==> config.mk <==
export PLATFORM = sky130hd
export DESIGN_NAME = pair_scan_ctrl_flat
export DESIGN_NICKNAME = d
export VERILOG_FILES = /design/src/rtl/pair_scan_ctrl_pkg.sv /design/src/rtl/pair_scan_ctrl_if.sv /design/src/rtl/pair_scan_ctrl_run2_detect.sv /design/src/rtl/pair_scan_ctrl.sv /design/src/flat_wrapper.sv
export SDC_FILE = /design/constraint.sdc
export NUM_CORES = 1
export LEC_CHECK = 0
export ABC_AREA = 1
export CAP_MARGIN = 40
export CORE_MARGIN = 2
export CORE_UTILIZATION = 40
export CTS_CLUSTER_SIZE = 28
export DETAILED_ROUTE_END_ITERATION = 16
export PLACE_DENSITY = 0.73
export SLEW_MARGIN = 30
export SYNTH_ARGS = -nofsm -noshare
export SYNTH_HDL_FRONTEND = slang
export SYNTH_SLANG_ARGS = --single-unit
==> constraint.sdc <==
create_clock -name clk -period 1.5 [get_ports clk]
set_clock_uncertainty 0.15 [all_clocks]
set_input_delay 0.225 -clock clk [delete_from_list [all_inputs] [get_ports clk]]
set_output_delay 0.225 -clock clk [all_outputs]
set_load 0.005 [all_outputs]
==> src/rtl/pair_scan_ctrl_pkg.sv <==
// Shared types and sizing helper for the pair-scan sequencer and its
// serial run detector.
package pair_scan_pkg;

  typedef enum logic [1:0] {
    IDLE  = 2'b00,
    SHIFT = 2'b01,
    DRAIN = 2'b10,
    DONE  = 2'b11
  } ctrl_state_e;

  typedef enum logic [1:0] {
    DET_A = 2'b00,
    DET_B = 2'b01,
    DET_C = 2'b10
  } det_state_e;

  // Hit counter width; a word of WIDTH bits holds at most WIDTH-1 pairs.
  function automatic int cnt_w(input int width);
    return (width <= 2) ? 1 : $clog2(width);
  endfunction

endpackage

==> src/rtl/pair_scan_ctrl_if.sv <==
// Producer-side bus of the pair-scan sequencer: start strobe, word, status
// and result.
interface pair_scan_ctrl_if #(parameter int WIDTH = 8);
  localparam int CNT_W = pair_scan_pkg::cnt_w(WIDTH);

  logic             start;
  logic [WIDTH-1:0] data_in;
  logic             busy;
  logic             done;
  logic [CNT_W-1:0] hits;

  modport master (output start, data_in, input busy, done, hits);
  modport slave  (input start, data_in, output busy, done, hits);
endinterface

==> src/rtl/pair_scan_ctrl_run2_detect.sv <==
// Registered Moore detector: z is high once the two most recent serial bits
// were both 1. clr restarts the search.
module run2_detect
  import pair_scan_pkg::*;
(
  input  logic clk,
  input  logic Resetn,
  input  logic clr,
  input  logic w,
  output logic z
);

  det_state_e st_q;

  always_ff @(posedge clk or negedge Resetn) begin
    if (!Resetn)   st_q <= DET_A;
    else if (clr)  st_q <= DET_A;
    else if (!w)   st_q <= DET_A;
    else begin
      case (st_q)
        DET_A:        st_q <= DET_B;
        DET_B, DET_C: st_q <= DET_C;
        default:      st_q <= DET_A;  // stray 2'b11 recovers
      endcase
    end
  end

  assign z = (st_q == DET_C);

endmodule

==> src/rtl/pair_scan_ctrl.sv <==
// Sequencer: captures a word on start, shifts it LSB-first through the run
// detector, counts adjacent-ones pairs and reports them with a done pulse.
module pair_scan_ctrl
  import pair_scan_pkg::*;
#(
  parameter int WIDTH = 8
) (
  input  logic           clk,
  input  logic           Resetn,
  pair_scan_ctrl_if.slave bus
);

  localparam int CNT_W = cnt_w(WIDTH);

  ctrl_state_e      state_q;
  logic [WIDTH-1:0] shreg_q;
  logic [CNT_W-1:0] bcnt_q;
  logic [CNT_W-1:0] hits_q;
  logic             busy_q;
  logic             done_q;

  logic clr, w, z;

  assign clr = (state_q == IDLE) && bus.start;
  assign w   = (state_q == SHIFT) && shreg_q[0];

  run2_detect u_det (
    .clk    (clk),
    .Resetn (Resetn),
    .clr    (clr),
    .w      (w),
    .z      (z)
  );

  always_ff @(posedge clk or negedge Resetn) begin
    if (!Resetn) begin
      state_q <= IDLE;
      shreg_q <= '0;
      bcnt_q  <= '0;
      hits_q  <= '0;
      busy_q  <= 1'b0;
      done_q  <= 1'b0;
    end else begin
      done_q <= 1'b0;
      // z lags w by one edge, so DRAIN is needed to see the final bit pair
      if (((state_q == SHIFT) || (state_q == DRAIN)) && z)
        hits_q <= hits_q + 1'b1;
      case (state_q)
        IDLE: begin
          if (bus.start) begin
            shreg_q <= bus.data_in;
            hits_q  <= '0;
            bcnt_q  <= '0;
            busy_q  <= 1'b1;
            state_q <= SHIFT;
          end
        end
        SHIFT: begin
          shreg_q <= shreg_q >> 1;
          bcnt_q  <= bcnt_q + 1'b1;
          if (bcnt_q == CNT_W'(WIDTH - 1)) state_q <= DRAIN;
        end
        DRAIN: begin
          busy_q  <= 1'b0;
          done_q  <= 1'b1;
          state_q <= DONE;
        end
        DONE: state_q <= IDLE;
        default: state_q <= IDLE;
      endcase
    end
  end

  assign bus.busy = busy_q;
  assign bus.done = done_q;
  assign bus.hits = hits_q;

endmodule

==> src/flat_wrapper.sv <==
// flat-port wrapper written by rule: the top's interface ports become plain ports
module pair_scan_ctrl_flat import pair_scan_pkg::*;
#(
  parameter int WIDTH = 8
)
  (clk, Resetn, bus_start, bus_data_in, bus_busy, bus_done, bus_hits);
  pair_scan_ctrl_if #(.WIDTH(WIDTH)) bus_i ();
  input  logic clk;
  input  logic Resetn;
  input wire logic [$bits(bus_i.start)-1:0] bus_start;
  input wire logic [$bits(bus_i.data_in)-1:0] bus_data_in;
  output wire logic [$bits(bus_i.busy)-1:0] bus_busy;
  output wire logic [$bits(bus_i.done)-1:0] bus_done;
  output wire logic [$bits(bus_i.hits)-1:0] bus_hits;
  assign bus_i.start = bus_start;
  assign bus_i.data_in = bus_data_in;
  assign bus_busy = bus_i.busy;
  assign bus_done = bus_i.done;
  assign bus_hits = bus_i.hits;
  pair_scan_ctrl #(.WIDTH(WIDTH)) u_core (.clk(clk), .Resetn(Resetn), .bus(bus_i));
endmodule
==> impl_metrics.csv <==
group,metric,value,unit
yosys,netlist_instances,130,
die,start_util,42.2,%
die,ios,16,
clock_tree,numCtsBuffers,3,
layout,n_antenna_cell,0,
timing,clock.fmax,0.716,GHz
yosys,synth_top_area_cell,"dfrtp_1",
critical_path,r2r-end,"u_core.shreg_q[7]",
yosys,netlist_area,1050,um^2
place,io_buffer_count,15,
global_routing,grtUsageTotal,15.6,%
detailed_routing,postRouteAntennaNets,0,
yosys,synth-seq-area-share,47.8,%
critical_path,worstRegToRegCells,6,
clock_tree,clock_latency,310,ps
critical_path,cp-endpoint,"u_core.shreg_q[7]",
detailed_routing,routed-via-count,870,
yosys,synth_top_area_share,47.8,%
critical_path,crit_arrival,1470,ps
detailed_routing,first_iter_violations,14,
layout,mostFrequentLayoutCell,"nand2_1",
layout,fin_nets,175,
clock_tree,cts_hold_buf,0,
clock_tree,cts_root_buf,"clkbuf_4",
layout,mostFrequentLayoutCells,"nand2_1, dfrtp_1, nand3_1, inv_1, clkdlybuf4s50_1",
pwr,irDropWorstVdd,0.920,mV
critical_path,critPathLaunchType,"register",
layout,fin_util,53.5,%
layout,final_area,1330,um^2
place,dp_hpwl,1550,um
timing,finalMaxSlewViolations,0,
yosys,ys_warn_count,0,
global_routing,grt_pass1_wl,3310,um
pwr,cellPowerDensity,1820,nW/um^2
pwr,combPwrFrac,45.5,%
clock_tree,cts_tree,"done",
pwr,power_frac_seq,35.6,%
timing,setup_slack,103,ps
critical_path,slowest_delay,420,ps
detailed_routing,drt_pass1_iterations,4,
clock_tree,clock-sinks,20,
yosys,synth_area_per_cell,8.05,um^2
place,dpl_cell_area,1240,um^2
critical_path,critPathMaxFanout,6,
global_routing,grt_max_degree,21,
detailed_routing,wl_per_cell,11.2,um
clock_tree,clockBufferDepth,2,
detailed_routing,viasPerCell,4.70,
global_routing,antenna_found_initial,0,
yosys,yosys-top-cells-area,"dfrtp_1, nand2_1, ha_1",
layout,syn2layout_area_growth,26.7,%
die,die_area,3040,um^2
timing,slew_headroom,82.7,%
timing,worst_pin_slew,260,ps
global_routing,grt-ovfl-total,0,
place,gp_congestion,0.797,
detailed_routing,routed_wl,2070,um
pwr,total_power,2.41,mW
timing,period_needed,1400,ps
yosys,ys_ff_latch,20,
outcome,outcome,"finished, final reports clean",
critical_path,crit_type,"register to register",
critical_path,slowest_stage,"dfrtp_1",
min_path,hold_class,"input port to async pin",
clock_tree,clk_pin_slew,130,ps
pwr,switchingPower,926,uW
timing,finalCritPeriodShare,93.1,%
yosys,syn_nets,149,
critical_path,path_cells,"inv_1 -> ha_1 -> nand2_2 -> buf_4 -> nand3_1 -> nand2_1",
layout,layout-drive-gt1-share,11.6,%
critical_path,worst_ep_required_time,1570,ps
clock_tree,cts.htree.levels,1,
timing,finalHoldViolCount,0,
pwr,power.share.switching,38.4,%
global_routing,grt_pass1_vias,821,
die,num_rows,18,
run,drv_cap,0,
pwr,leakagePower,0.757,nW
place,place_ws,42.4,ps
timing,tns,0,ps
pwr,pwr-share-clk,18.8,%
timing,setup_viol,0,
detailed_routing,drc,0,
pwr,internal-power,1.49,mW
critical_path,cp-end-kind,"register",
die,die_h,55.1,um
yosys,ys_types,11,
die,coreArea,2480,um^2
critical_path,reg2reg_slack,100,ps
die,die_w,55.1,um
critical_path,reg2reg_from,"u_core.state_q[0]",
critical_path,crit_start,"u_core.state_q[0]",
[cell usage after synthesis]
cell	instances
nor2_1	8
nand3_1	17
dfrtp_1	20
o21ai_0	3
or2_2	1
nand2_2	2
nand2_4	1
ha_1	8
nand2_1	54
buf_6	3
inv_1	13
[per-layer routing]
layer / vias up / track usage, % / routed length [um] / share of wire [%]
met1: 404 / 18.4 / 930 / 45
met2: 11 / 27.4 / 1040 / 50
li1: 450 / - / - / -
met4: 0 / 6.10 / 37 / 1.8
met3: 5 / 3.23 / 58 / 2.8
met5: - / 0 / 0 / 0
[critical path, delay by kind of cell (launching register included)]
kind | cells | cell delay [ps]
DFF | 1 | 420
buffers and inverters | 2 | 260
and+or+nand+nor | 3 | 260
adders and majority gates | 1 | 220
[timing repair]
item | 4_1_cts | 5_1_grt
buffers inserted | 2 | 2
resized for setup | 5 | 3
pin swaps | 0 | 1
setup endpoints to repair | 5 | 11
[flip-flops by register name (all words and copies together) (netlist names)]
signal and count:
u_core.bcnt_q 3, u_core.bus.done 1, u_core.bus.hits 3, u_core.u_det.st_q 2, u_core.shreg_q 8, u_core.state_q 2
u_core.bus.busy 1
[cell families after synthesis]
family                   share of synthesized area [%]
AO/OA/AOI/OAI                                     1.43
adder cells (fa/ha/maj)                           9.57
buffers and inverters                             7.89
flip-flops                                        47.8
AND/OR/NAND/NOR                                   33.3
[how the worst min path moves through the flow]
stage	startpoint	endpoint	cells past startpoint	slack, ps
final	Resetn	u_core.shreg_q[4]	2	70
after CTS	Resetn	u_core.shreg_q[4]	2	90
after global placement	u_core.state_q[0]	u_core.state_q[0]	2	340
after detailed placement	u_core.bus.busy	u_core.bus.busy	2	350
after floorplan	Resetn	u_core.bcnt_q[0]	0	-220
after global routing	Resetn	u_core.shreg_q[6]	2	90
[power groups by stage]
stage	clock network [mW]	registers, mW	logic [mW]
after floorplan	0	0.844	0.790
after global placement	0	0.864	1.02
after detailed placement	0	0.876	1.06
after CTS	0.460	0.860	1.06
after global routing	0.480	0.880	1.28
final	0.454	0.859	1.10
[metrics by stage]
step | hold WS [ps] | cells
2_1_floorplan | -221 | 130
3_3_place_gp | 342 | 177
3_5_place_dp | 349 | 177
4_1_cts | 91.3 | 183
5_1_grt | 88.6 | 185
6_report | 72.2 | 185
[layout make-up]
cell class / count / area (um^2)
clock inverter: 1 / 30.0
multi-input combinational: 94 / 470
timing repair buffer: 24 / 215
fill: 263 / 1150
sequential: 20 / 500
clock buffer: 3 / 22.5
tap: 30 / 37.5
inverter: 13 / 48.8
(Power assumes the default switching activity.)
